## src/rtl/icache_sa_pkg.sv

```systemverilog
// Shared types and helpers for the set-associative instruction cache.
package icache_sa_pkg;

  localparam int INSTR_W    = 32;
  localparam int ADDR_W_DEF = 32;

  typedef enum logic [1:0] {
    ST_IDLE = 2'd0,
    ST_REQ  = 2'd1,
    ST_WAIT = 2'd2
  } state_e;

  // Bit width needed to index n items, never less than one bit.
  function automatic int clog2_min1(input int n);
    return (n <= 1) ? 1 : $clog2(n);
  endfunction

endpackage

```

## src/rtl/icache_way.sv

```systemverilog
// One cache way: valid/tag/data arrays, lookup tag compare and word select,
// and the refill write port.
module icache_way
  import icache_sa_pkg::*;
#(
  parameter int SETS      = 16,
  parameter int BLK_INSTR = 4,
  parameter int TAG_W     = 24,
  parameter int IDX_W     = 4,
  parameter int WSEL_W    = 2
) (
  input  logic                           clk,
  input  logic                           rst_in,
  input  logic                           clr_in,
  input  logic [IDX_W-1:0]               rd_idx_in,
  input  logic [TAG_W-1:0]               rd_tag_in,
  input  logic [WSEL_W-1:0]              rd_wsel_in,
  output logic                           hit_out,
  output logic [INSTR_W-1:0]             word_out,
  input  logic [IDX_W-1:0]               fill_idx_in,
  output logic                           fill_vld_out,
  input  logic                           wr_en_in,
  input  logic [TAG_W-1:0]               wr_tag_in,
  input  logic [BLK_INSTR*INSTR_W-1:0]   wr_data_in
);

  logic [SETS-1:0]              vld_q, vld_d;
  logic [TAG_W-1:0]             tag_q  [SETS];
  logic [BLK_INSTR*INSTR_W-1:0] data_q [SETS];

  // Clear wins over a same-cycle fill.
  always_comb begin
    vld_d = vld_q;
    if (clr_in)
      vld_d = '0;
    else if (wr_en_in)
      vld_d[fill_idx_in] = 1'b1;
  end

  always_ff @(posedge clk) begin
    if (rst_in)
      vld_q <= '0;
    else
      vld_q <= vld_d;
  end

  always_ff @(posedge clk) begin
    if (wr_en_in) begin
      tag_q[fill_idx_in]  <= wr_tag_in;
      data_q[fill_idx_in] <= wr_data_in;
    end
  end

  assign hit_out      = vld_q[rd_idx_in] && (tag_q[rd_idx_in] == rd_tag_in);
  assign word_out     = data_q[rd_idx_in][rd_wsel_in*INSTR_W +: INSTR_W];
  assign fill_vld_out = vld_q[fill_idx_in];

endmodule

```

## src/rtl/icache_sa.sv

```systemverilog
// Set-associative instruction cache with combinational lookup, a single
// outstanding block refill, round-robin victim selection and whole-cache flush.
//
// state   | meaning
// IDLE    | no refill in flight; a fetch miss latches its block address
// REQ     | first cycle of the memory request
// WAIT    | request held until mem_in_en returns the block
module icache_sa
  import icache_sa_pkg::*;
#(
  parameter int ADDR_W    = ADDR_W_DEF,
  parameter int WAYS      = 2,
  parameter int SETS      = 16,
  parameter int BLK_INSTR = 4
) (
  input  logic                           clk,
  input  logic                           rst_in,
  input  logic                           flush_in,
  input  logic                           if_en_in,
  input  logic [ADDR_W-1:0]              if_ain,
  output logic                           if_out_en,
  output logic [INSTR_W-1:0]             if_instr_out,
  output logic                           miss,
  output logic                           mem_req_out,
  output logic [ADDR_W-1:0]              mem_aout,
  input  logic                           mem_in_en,
  input  logic [BLK_INSTR*INSTR_W-1:0]   mem_din
);

  localparam int OFF_W  = $clog2(BLK_INSTR) + 2;
  localparam int IDX_W  = $clog2(SETS);
  localparam int TAG_W  = ADDR_W - OFF_W - IDX_W;
  localparam int BLKA_W = ADDR_W - OFF_W;
  localparam int WSEL_W = clog2_min1(BLK_INSTR);
  localparam int RR_W   = clog2_min1(WAYS);

  state_e            state_q, state_d;
  logic [BLKA_W-1:0] blk_q, blk_d;
  logic              drop_q, drop_d;
  logic [RR_W-1:0]   rr_q [SETS];
  logic [RR_W-1:0]   rr_d [SETS];

  logic [IDX_W-1:0]  idx, fill_idx;
  logic [TAG_W-1:0]  tag, fill_tag;
  logic [WSEL_W-1:0] wsel;
  logic [WAYS-1:0]   way_hit, way_vld, way_we;
  logic [INSTR_W-1:0] way_word [WAYS];
  logic [INSTR_W-1:0] hit_word;
  logic [RR_W-1:0]   victim;
  logic              hit, busy, fill_we;
  logic              unused_lsb;

  assign idx        = if_ain[OFF_W +: IDX_W];
  assign tag        = if_ain[ADDR_W-1 -: TAG_W];
  assign fill_idx   = blk_q[IDX_W-1:0];
  assign fill_tag   = blk_q[BLKA_W-1 -: TAG_W];
  assign unused_lsb = ^if_ain[1:0];

  if (BLK_INSTR > 1) begin : g_wsel
    assign wsel = if_ain[2 +: WSEL_W];
  end else begin : g_wsel1
    assign wsel = '0;
  end

  for (genvar w = 0; w < WAYS; w++) begin : g_way
    icache_way #(
      .SETS      (SETS),
      .BLK_INSTR (BLK_INSTR),
      .TAG_W     (TAG_W),
      .IDX_W     (IDX_W),
      .WSEL_W    (WSEL_W)
    ) u_way (
      .clk          (clk),
      .rst_in       (rst_in),
      .clr_in       (flush_in),
      .rd_idx_in    (idx),
      .rd_tag_in    (tag),
      .rd_wsel_in   (wsel),
      .hit_out      (way_hit[w]),
      .word_out     (way_word[w]),
      .fill_idx_in  (fill_idx),
      .fill_vld_out (way_vld[w]),
      .wr_en_in     (way_we[w]),
      .wr_tag_in    (fill_tag),
      .wr_data_in   (mem_din)
    );
  end

  assign hit     = if_en_in && (|way_hit);
  assign busy    = (state_q != ST_IDLE);
  assign fill_we = busy && mem_in_en && !drop_q && !flush_in;

  // Fill guarantees a single matching way, so OR-ing the hit words is a mux.
  always_comb begin
    hit_word = '0;
    for (int w = 0; w < WAYS; w++)
      if (way_hit[w]) hit_word = hit_word | way_word[w];
  end

  // Descending scan so the lowest-index invalid way wins over the pointer.
  always_comb begin
    victim = (WAYS > 1) ? rr_q[fill_idx] : '0;
    for (int w = WAYS - 1; w >= 0; w--)
      if (!way_vld[w]) victim = RR_W'(w);
    for (int w = 0; w < WAYS; w++)
      way_we[w] = fill_we && (victim == RR_W'(w));
  end

  always_comb begin
    rr_d = rr_q;
    if (flush_in) begin
      for (int s = 0; s < SETS; s++) rr_d[s] = '0;
    end else if (fill_we && (WAYS > 1)) begin
      rr_d[fill_idx] = rr_q[fill_idx] + 1'b1;
    end
  end

  always_ff @(posedge clk) begin
    if (rst_in) begin
      state_q <= ST_IDLE;
      blk_q   <= '0;
      drop_q  <= 1'b0;
      for (int s = 0; s < SETS; s++) rr_q[s] <= '0;
    end else begin
      state_q <= state_d;
      blk_q   <= blk_d;
      drop_q  <= drop_d;
      rr_q    <= rr_d;
    end
  end

  always_comb begin
    state_d = state_q;
    blk_d   = blk_q;
    drop_d  = drop_q;
    case (state_q)
      ST_IDLE: begin
        if (if_en_in && !hit && !flush_in) begin
          state_d = ST_REQ;
          blk_d   = if_ain[ADDR_W-1:OFF_W];
        end
      end
      ST_REQ:  state_d = mem_in_en ? ST_IDLE : ST_WAIT;
      ST_WAIT: if (mem_in_en) state_d = ST_IDLE;
      default: state_d = ST_IDLE;
    endcase
    // A flushed refill still finishes its handshake, then the flag clears.
    if (busy && mem_in_en)
      drop_d = 1'b0;
    else if (busy && flush_in)
      drop_d = 1'b1;
  end

  always_comb begin
    if_out_en    = hit;
    if_instr_out = hit ? hit_word : '0;
    miss         = if_en_in && !hit;
    mem_req_out  = busy;
    mem_aout     = {blk_q, {OFF_W{1'b0}}};
  end

endmodule

```

## config.mk

```make
export PLATFORM = sky130hd
export DESIGN_NAME = icache_sa
export DESIGN_NICKNAME = d
export VERILOG_FILES = /design/src/rtl/icache_sa_pkg.sv /design/src/rtl/icache_way.sv /design/src/rtl/icache_sa.sv
export SDC_FILE = /design/constraint.sdc
export NUM_CORES = 2
export LEC_CHECK = 0
export BUFFER_PORTS_ARGS = -buffer_cell sky130_fd_sc_hd__clkbuf_2
export CAP_MARGIN = 40
export CORE_ASPECT_RATIO = 0.5
export CORE_MARGIN = 1
export CORE_UTILIZATION = 37
export CTS_BUF_LIST = sky130_fd_sc_hd__clkbuf_16
export CTS_CLUSTER_DIAMETER = 150
export DETAILED_ROUTE_END_ITERATION = 7
export PLACE_DENSITY = 0.51
export SLEW_MARGIN = 20
export SYNTH_ARGS = -nofsm -noshare
export SYNTH_HDL_FRONTEND = slang
export SYNTH_HIERARCHICAL = 1
export SYNTH_MEMORY_MAX_BITS = 65536
export SYNTH_SLANG_ARGS = --single-unit
```

## constraint.sdc

```tcl
create_clock -name clk -period 34.1 [get_ports clk]
set_clock_uncertainty 0.15 [all_clocks]
set_input_delay 8.525 -clock clk [delete_from_list [all_inputs] [get_ports clk]]
set_output_delay 8.525 -clock clk [all_outputs]
set_load 0.03 [all_outputs]
```

==> impl_summary.md <==
Placement
The placer congestion estimate is 0.7632. The instance count after placement with tap cells included is 14.60k. The detailed-placement wirelength estimate is ~300000 um. In this run the cell area measured after placement is 201200 um2.

The pre-CTS worst setup slack is ~9.4 ns. The count of buffers from port buffering is 225.

Yosys
The average instance area after synthesis is approximately 25 um2. The most instantiated flip-flop cell in the synthesis netlist is sky130_fd_sc_hd__edfxtp_1. By area the synthesized netlist is led by sky130_fd_sc_hd__edfxtp_1, sky130_fd_sc_hd__mux4_2, sky130_fd_sc_hd__dfxtp_1, sky130_fd_sc_hd__mux2i_1, sky130_fd_sc_hd__buf_2. After synthesis, the share of flip-flops with an asynchronous set or reset is 0%. Counting flops with a built-in enable in the synthesized netlist gives 4864.

Sequential elements use 78.00% of the synthesized area. The register bit total from synthesis is 4943. For this run, the number of Yosys warnings is 6. The largest area contributor in the netlist is sky130_fd_sc_hd__edfxtp_1. The cell count after synthesis came out at roughly 7.6k.

The distinct cell type count of the synthesized netlist is 75. The post-synthesis instance area is 189300 um2. The fraction of post-synthesis cell area in the top cell type by area is 77.16%.

Clocking
The tree is rooted in a sky130_fd_sc_hd__clkbuf_16. The buffers inserted during post-CTS setup optimization is 0. The clock-pin transition on the worst setup and hold timing paths is ~0.060 ns. Buffers inserted to repair hold after CTS numbered 0.

At the later pin of the worst-skew pair, clock insertion delay measures 0.97 ns. The number of sinks handled by clock tree synthesis is a little under 5k. The number of gates resized after CTS is 0. TritonCTS built the clock tree. Buffers inserted during clock tree synthesis total ~470. The number of H-tree branching levels is 5. The maximum count of clock buffers along a single path is 4.

Timing
The hold violation total from the final report came to 0. Setup violations remaining at the end of the flow were counted as 0. For the finished layout, the period the worst path requires is ~25 ns. Adding up every negative setup slack in the final design gives 0 ns. The worst path meets setup with roughly 9.5 ns of slack. Measured against its own limit, the worst slew margin works out to a little under a quarter.

Setup repair after global routing left no endpoint under its margin. The final critical path takes up 72.15% of the cycle. The number of pins exceeding their max-slew limit in the final report is 0. The slew at the pin closest to its max-slew limit is 1.143 ns.

The maximum clock frequency is 40.65 MHz.

Die
The die covers between 500000 and 600000 um2. The x dimension of the die is 1014 um. The number of top-level pins is 232.

The effective utilization at floorplan is a little under two fifths. In this run the vertical extent of the chip is roughly 510 um. After floorplanning, the core was sized to cover 508800 um2.

The site row count is 185.

Worst setup path
In this run the critical register-to-register path is launched from blk_q[1]. The kind of end point of the critical path is a primary output. The most numerous cell type found on the critical path is sky130_fd_sc_hd__buf_4.

Of all nets on the critical path, the largest fanout is 79. The critical path crosses 15 cells after its start point. Among cell families on the critical path, the largest total delay comes from buffers and inverters. The critical path data arrival time is 15.93 ns. The length in cells of the worst reg-to-reg path is 12. STA classifies the critical path startpoint as an input port. The critical-path cell with the highest stage delay is sky130_fd_sc_hd__buf_4. Traced cell by cell, the critical path runs through buf_12, buf_4, buf_4, mux4_1, mux4_2, xnor2_1, nand2_1, a211o_1, or4_1, nor4_2, buf_4, buf_4, a22oi_1, nor2b_1, clkbuf_2. The combined buffer and inverter count along the critical path is 6.

The type of the setup path with the least slack is input port to primary output. For this run, the slowest stage of the critical path takes 0.73 ns. At the worst endpoint, the required time is about 25 ns. The worst register-to-register path has a setup slack of 27.88 ns. The endpoint identified for the worst register-to-register timing path is g_way[1].u_way/data_q[6][97]. The origin of the worst setup path is if_ain[4].

GRT
Global routing used 20.11% of the available tracks across all layers. The number of global-route vias before repair was 88.71k. Entering global routing, the biggest net connects 126 pins. The number of antenna violations at the first check in global routing was 80.

The global-route wire length before repair is 729700 um. The sum of overflow across all layers after global routing is 0.

Flow run
Across the run, the number of max-cap violations was 0.

Pwr
The maximum vdd drop is about 0.046 mV. The total power after layout is about 13 mW. Power spread over the standard cell area amounts to 57.67 nW/um2. For this design the static power due to leakage is ~66 nW.

Cells and area
The share of post-route cells with drive strength above 1 is 32.42%. Summing all multi-input logic gate instances after layout gives 39940 um2. In the layout the commonest cells are sky130_fd_sc_hd__edfxtp_1, sky130_fd_sc_hd__mux4_2, sky130_fd_sc_hd__clkbuf_16. Across the whole layout, storage elements account for 147600 um2.

The number of standard cells in the final layout excluding fillers is between 15k and 20k. The signed area change from the synthesized netlist to the final layout is 14.50%. After routing the design area is 216700 um2. The layout net count is between 8k and 9k. The library cell used most frequently in the layout, excluding fill and tap cells, is sky130_fd_sc_hd__edfxtp_1.

The filler cells instantiated in the layout total 43.46k.

Hold path
The min-delay analysis places its worst path in the category register to register. The instance count along the most critical hold path is 2. For hold timing, the worst endpoint is rr_q[0]. The critical hold path startpoint is rr_q[0].

Routing
Summing over every cut layer, the via total after detailed routing is 87.48k. The number of nets with antenna violations after routing is 0. The remaining design rule violation count is 0. After the first detailed-routing iteration, the DRC count stood at 10.16k. Dividing the detail-routed via count by the number of cells gives approximately 5.6. The number of iterations in the first detailed-routing pass is 5. The routed wire length per instance is 33.74 um. For this block, the routed nets add up to 524200 um of wire.

Run status
The flow ran to the end, and the final reports show no timing, DRC or antenna violations.
==> how the worst max path moves through the flow <==
stage / endpoint
after floorplan: if_instr_out[10]
after global placement: if_instr_out[20]
after detailed placement: if_instr_out[20]
after CTS: if_instr_out[20]
after global routing: if_instr_out[20]
final: if_instr_out[25]
==> metrics by stage <==
| stage | util [%] | hold WS [ns] |
|---|---|---|
| 6_report | 42.60 | 0.3132 |
| 5_1_grt | 42.57 | 0.3411 |
| 4_1_cts | 42.55 | 0.3153 |
| 3_5_place_dp | 39.55 | 0.3045 |
| 3_3_place_gp | 39.21 | 0.2960 |
| 2_1_floorplan | - | 0.2850 |
==> per-layer routing <==
layer  routed length, um  global-route usage, %  vias to the layer above
li1                    -                      -                    34620
met1              242300                  30.86                    49290
met2              239200                  30.86                     2836
met3               31400                  2.892                      713
met4               11090                  4.105                       20
met5                 130                      0                        -
==> kinds of logic (layout without fill, tap and decap cells) <==
kind of cell / after synthesis / count (layout) / share of synthesized area (%)
AOI/OAI and AO/OA: 235 / 235 / 0.8864
other: 1 / 71 / 0.001981
buffers and inverters: 430 / 1436 / 1.060
xor gates and xnor gates: 44 / 44 / 0.2075
and+or+nand+nor: 298 / 298 / 0.7866
muxes: 1684 / 1684 / 19.06
DFF: 4943 / 4943 / 78.00
==> where the power goes <==
group | total, mW | internal [mW] | switching (mW)
combinational | 0.561 | 0.232 | 0.329
clock | 5.26 | 2.97 | 2.29
sequential | 6.68 | 6.67 | 0.00474
total | 12.5 | 9.88 | 2.62
==> tightest hold or removal path, delay by kind of cell, from the launching register on <==
kind / cells / cell delay [ns]
and+or+nand+nor: 1 / 0.05
muxes: 1 / 0.06
DFF: 1 / 0.31
==> cell type report <==
class	count	area share, %
inverter	17	0.03290
multi-input combinational	2265	18.43
timing repair buffer	554	2.367
sequential	4943	68.12
tap	6825	3.940
clock inverter	393	1.589
clock buffer	472	5.449
antenna	67	0.07735
==> sequential cells by signal, summed over array words and instances (netlist names) <==
name,cells
g_way.u_way/vld_q,32
g_way.u_way/data_q,4096
drop_q,1
state_q,2
blk_q,28
g_way.u_way/tag_q,768
rr_q,16
==> cell usage after synthesis (all sizes together) (5+ instances only) <==
| cell type | count |
|---|---|
| mux4 | 1529 |
| xor2 | 16 |
| nand4 | 5 |
| inv | 17 |
| a21oi | 24 |
| dfxtp | 79 |
| mux2 | 23 |
| o21a | 35 |
| edfxtp | 4864 |
| a211oi | 22 |
| nand3 | 15 |
| a22o | 6 |
| a31oi | 12 |
| a22oi | 49 |
| nor2b | 57 |
| nand2 | 70 |
| nor3 | 20 |
| buf | 269 |
| and2 | 5 |
| nand2b | 11 |
| a221oi | 9 |
| mux2i | 132 |
| nor2 | 85 |
| xnor2 | 28 |
| a32oi | 6 |
| o22ai | 7 |
| o21ai | 33 |
| clkbuf | 144 |
No activity file was read; power rests on OpenSTA's default activity.
